[src/rtl/uart_tx_frame.sv]
// uart_tx_frame: asynchronous serial transmitter paced by an external bit-rate tick.
// Frame: start bit, DATA_BITS data bits LSB first, optional parity bit, STOP_BITS stop bits.
module uart_tx_frame #(
    parameter int DATA_BITS  = 8,
    parameter int STOP_BITS  = 1,
    parameter int PARITY_EN  = 0,
    parameter int PARITY_ODD = 0
) (
    input  logic                 i_clk,
    input  logic                 i_rst,
    input  logic                 i_bps_tick,
    input  logic [DATA_BITS-1:0] i_data,
    input  logic                 i_valid,
    output logic                 o_ready,
    output logic                 o_txd,
    output logic                 o_busy,
    output logic                 o_done
);

    localparam int CNT_W = $clog2(DATA_BITS + 1);

    typedef enum logic [2:0] {
        S_IDLE,
        S_WAIT,
        S_START,
        S_DATA,
        S_PARITY,
        S_STOP
    } state_t;

    state_t               r_state, w_state_nxt;
    logic [DATA_BITS-1:0] r_shift, w_shift_nxt;
    logic [CNT_W-1:0]     r_bit_cnt, w_bit_cnt_nxt;
    logic [1:0]           r_stop_cnt, w_stop_cnt_nxt;
    logic                 r_parity, w_parity_nxt;
    logic                 r_txd, w_txd_nxt;
    logic                 r_done, w_done_nxt;
    logic                 r_ready;
    logic                 r_busy;
    logic                 w_par_odd;

    assign w_par_odd = (PARITY_ODD != 0);

    always_comb begin
        w_state_nxt    = r_state;
        w_shift_nxt    = r_shift;
        w_bit_cnt_nxt  = r_bit_cnt;
        w_stop_cnt_nxt = r_stop_cnt;
        w_parity_nxt   = r_parity;
        w_txd_nxt      = r_txd;
        w_done_nxt     = 1'b0;
        unique case (r_state)
            S_IDLE: begin
                w_txd_nxt = 1'b1;
                if (i_valid) begin
                    w_shift_nxt   = i_data;
                    w_parity_nxt  = (^i_data) ^ w_par_odd;
                    w_bit_cnt_nxt = '0;
                    w_state_nxt   = S_WAIT;
                end
            end
            S_WAIT: begin
                if (i_bps_tick) begin
                    w_txd_nxt   = 1'b0;
                    w_state_nxt = S_START;
                end
            end
            S_START: begin
                if (i_bps_tick) begin
                    w_txd_nxt     = r_shift[0];
                    w_shift_nxt   = r_shift >> 1;
                    w_bit_cnt_nxt = CNT_W'(1);
                    w_state_nxt   = S_DATA;
                end
            end
            S_DATA: begin
                // The shift register always presents the next data bit at position 0.
                if (i_bps_tick) begin
                    if (r_bit_cnt < CNT_W'(DATA_BITS)) begin
                        w_txd_nxt     = r_shift[0];
                        w_shift_nxt   = r_shift >> 1;
                        w_bit_cnt_nxt = r_bit_cnt + CNT_W'(1);
                    end else if (PARITY_EN != 0) begin
                        w_txd_nxt   = r_parity;
                        w_state_nxt = S_PARITY;
                    end else begin
                        w_txd_nxt      = 1'b1;
                        w_stop_cnt_nxt = 2'd1;
                        w_state_nxt    = S_STOP;
                    end
                end
            end
            S_PARITY: begin
                if (i_bps_tick) begin
                    w_txd_nxt      = 1'b1;
                    w_stop_cnt_nxt = 2'd1;
                    w_state_nxt    = S_STOP;
                end
            end
            S_STOP: begin
                if (i_bps_tick) begin
                    if (r_stop_cnt < 2'(STOP_BITS)) begin
                        w_stop_cnt_nxt = r_stop_cnt + 2'd1;
                    end else begin
                        w_done_nxt  = 1'b1;
                        w_state_nxt = S_IDLE;
                    end
                end
            end
            default: begin
                w_txd_nxt   = 1'b1;
                w_state_nxt = S_IDLE;
            end
        endcase
    end

    // Ready/busy are registered from the next state so they track the state register exactly.
    always_ff @(posedge i_clk) begin
        if (i_rst) begin
            r_state    <= S_IDLE;
            r_shift    <= '0;
            r_bit_cnt  <= '0;
            r_stop_cnt <= '0;
            r_parity   <= 1'b0;
            r_txd      <= 1'b1;
            r_done     <= 1'b0;
            r_ready    <= 1'b1;
            r_busy     <= 1'b0;
        end else begin
            r_state    <= w_state_nxt;
            r_shift    <= w_shift_nxt;
            r_bit_cnt  <= w_bit_cnt_nxt;
            r_stop_cnt <= w_stop_cnt_nxt;
            r_parity   <= w_parity_nxt;
            r_txd      <= w_txd_nxt;
            r_done     <= w_done_nxt;
            r_ready    <= (w_state_nxt == S_IDLE);
            r_busy     <= (w_state_nxt != S_IDLE);
        end
    end

    assign o_ready = r_ready;
    assign o_txd   = r_txd;
    assign o_busy  = r_busy;
    assign o_done  = r_done;

endmodule
[config.mk]
export PLATFORM = sky130hd
export DESIGN_NAME = uart_tx_frame
export DESIGN_NICKNAME = d
export VERILOG_FILES = /design/src/rtl/uart_tx_frame.sv
export SDC_FILE = /design/constraint.sdc
export NUM_CORES = 1
export LEC_CHECK = 0
export CORE_MARGIN = 5
export CORE_UTILIZATION = 52
export CTS_BUF_LIST = sky130_fd_sc_hd__clkbuf_16
export DETAILED_ROUTE_END_ITERATION = 12
export GPL_TIMING_DRIVEN = 1
export PLACE_DENSITY_LB_ADDON = 0.3
export SLEW_MARGIN = 20
export SYNTH_ARGS = -nofsm -noshare
export SYNTH_HDL_FRONTEND = slang
export SYNTH_SLANG_ARGS = --single-unit
[constraint.sdc]
create_clock -name i_clk -period 1.8 [get_ports i_clk]
set_input_delay 0.36 -clock i_clk [delete_from_list [all_inputs] [get_ports i_clk]]
set_output_delay 0.36 -clock i_clk [all_outputs]
set_load 0.02 [all_outputs]
==> results of run 1 <==
==> Yosys cell counts, drive strengths merged, types with 2 or more instances <==
cell     n  share of area
dfxtp   21           0.38
nor2    14          0.050
mux2i   11           0.10
a211oi   7          0.080
buf      6          0.039
a21oi    5          0.023
inv      5          0.017
nor3     5          0.027
nand2    4          0.014
nand2b   4          0.023
o21ai    4          0.022
a32oi    2          0.016
ha       2          0.023
nand3    2          0.014
nand4    2          0.011
nor2b    2          0.011
nor3b    2          0.014
==> kinds of logic (layout without fill, tap and decap cells) <==
group           after synthesis  count (layout)  synth area share
mux                          11              11            0.1008
buf+inv                      12              35           0.05956
fa+ha+maj                     2               2           0.02291
compound gates               27              27            0.2291
simple gates                 40              40            0.2027
flops                        21              21            0.3849
==> sequential cells by signal (all words and copies together) (netlist names) <==
name        count
o_busy          1
o_done          1
o_ready         1
o_txd           1
r_bit_cnt       4
r_shift         8
r_state         3
r_stop_cnt      2
==> stage by stage <==
step                setup TNS (ps)    util  hold slack [ps]
finish                           0  0.7033            473.9
global route                     0  0.7033            509.5
CTS                              0  0.6982            475.0
detailed placement           -2004  0.6585            465.4
global placement            -933.0  0.6585            457.8
floorplan                        0       -            424.6
==> repair_timing <==
| item | in CTS | in global routing |
|---|---|---|
| setup buffers | 0 | 1 |
| setup endpoints to repair | 0 | 5 |
| resized for setup | 0 | 1 |
==> power breakdown <==
part	internal [W]	switching, W
Clock	0.000295	0.000156
Sequential	0.000499	0.0000234
Combinational	0.000121	0.000120
Total	0.000916	0.000300
==> worst paths after layout <==
kind / startpoint / endpoint / slack [ps] / cells past startpoint
hold / removal: r_shift[7] / r_shift[7] / 470 / 2
hold reg to reg: r_shift[7] / r_shift[7] / 470 / 2
setup / recovery: i_valid / r_shift[2] / 170 / 6
setup reg to reg: r_stop_cnt[0] / o_ready / 260 / 6
==> worst max-delay path, stage by stage <==
cell             delay, ps
clkdlybuf4s50_1        490
mux2i_1                130
o31ai_4                340
buf_4                  230
nor2_1                  60
a211oi_2               190
==> layout make-up <==
class	count	area (um2)	area share
Clock buffer	3	75.07	0.05386
Clock inverter	1	3.754	0.002693
Inverter	5	18.77	0.01346
Multi-Input combinational cell	80	606.8	0.4354
Sequential cell	21	420.4	0.3016
Tap cell	27	33.78	0.02424
Timing Repair Buffer	26	235.2	0.1688
==> routing by layer <==
layer | track usage | routed length, um | up-vias
met5 | 0 | 0 | -
met4 | 0.07119 | 23 | 0
met3 | 0.03944 | 92 | 4
met2 | 0.2618 | 1123 | 19
met1 | 0.2008 | 1065 | 422
li1 | - | - | 456
==> metrics.cfg, run 1 <==
[status]
status=complete, no violations

[cts]
clock_latency_ps=250
max-clock-path-buffers=2
clkTransAtPathRegs_ps=50
cts_tree=built
clkSinkCount=21
cts_buffers=3
cts_root_buf=clkbuf_16
ctsHoldBuffers=0
htree_levels=1

[critical_path]
cp-end-kind=flop
cp-start-kind=input pin
arrival_ps=1800
cp.required_ps=1970
worst-setup-path-type=in -> reg
crit_fanout=8

[detailed_routing]
drt-initial-drc-count=15
wl_per_cell_um=14.14
num_vias=901
antenna_left=0
vias_per_cell=5.528
drc=0
dr.pass1.iters=4
wl_um=2305

[layout]
n_antenna_cell=0
stdcell_area_um2=1394
fin_cells=163
n_fill_cell=148
layout_common_cells=dfxtp_1, clkdlybuf4s50_1, nor2_1
final_common_cell=dfxtp_1
nets=151
drive_gt1_frac=0.2059
syn_to_final_growth_pct=27.61

[sta]
min_period_ps=1628
setup_viol=0
tightest_slew_ps=348.3
fin_crit_sh=0.9043
rsz0062_at_grt=no
timing.fmax_mhz=614.3
clock_skew_ps=1.278
slew_headroom=0.7618
timing_hold_violations_final=0
slew_viol_final=0
worst_slack_ps=172.2

[place]
numPortBuffers=15
place.gp.congestion=0.8109
dpl.cell_count=158
dpl_cell_area_um2=1305
pre_cts_ws_ps=-178.5
hpwl_um=1546

[die]
rows=16
design.die.area_um2=3117
io_pins=16
die_h_um=55.83
start_util=0.5511
core_area_um2=1982
dieWidth_um=55.83

[pwr]
p_total_w=0.001215
power_density_nw_per_um2=871.9
peakVddDrop_uv=559.6
p_leak_nw=0.5761

[synth]
ys.flop_type=dfxtp_1
post_synth.cell_area_avg_um2=9.666
yosys.cell_types.count=38
async_reset_ff_frac=0
postSynthCellCount=113
syn_area_um2=1092
ys_seq_area_frac=0.3849
yosysWarnings=0
synth_seq_cells=21
synth-edff-count=0
syn_nets=127

[global_routing]
grt_pass1_wl_um=3967
grt.overflow.total=0
grt.total_usage=0.1611
antenna_found_initial=0
grt_pass1_vias=882
grt_start_max_net_pins=15

[flow_run]
max-cap-violations=0

[hold_path]
hp-class=reg -> reg

(Power assumes the default switching activity.)
==> inputs of run 2 (changes only) <==
--- a/config.mk
+++ b/config.mk
@@ -8,6 +8,7 @@
 export CORE_MARGIN = 5
 export CORE_UTILIZATION = 52
 export CTS_BUF_LIST = sky130_fd_sc_hd__clkbuf_16
+export CTS_CLUSTER_DIAMETER = 150
 export DETAILED_ROUTE_END_ITERATION = 12
 export GPL_TIMING_DRIVEN = 1
 export PLACE_DENSITY_LB_ADDON = 0.3
==> results of run 2 <==
The final DEF is identical to that of run 1; final timing and power are the same.
==> inputs of run 3 (changes only) <==
--- a/config.mk
+++ b/config.mk
@@ -5,6 +5,7 @@
 export SDC_FILE = /design/constraint.sdc
 export NUM_CORES = 1
 export LEC_CHECK = 0
+export CAP_MARGIN = 20
 export CORE_MARGIN = 5
 export CORE_UTILIZATION = 52
 export CTS_BUF_LIST = sky130_fd_sc_hd__clkbuf_16
==> results of run 3 <==
The final DEF is identical to that of run 1; final timing and power are the same.
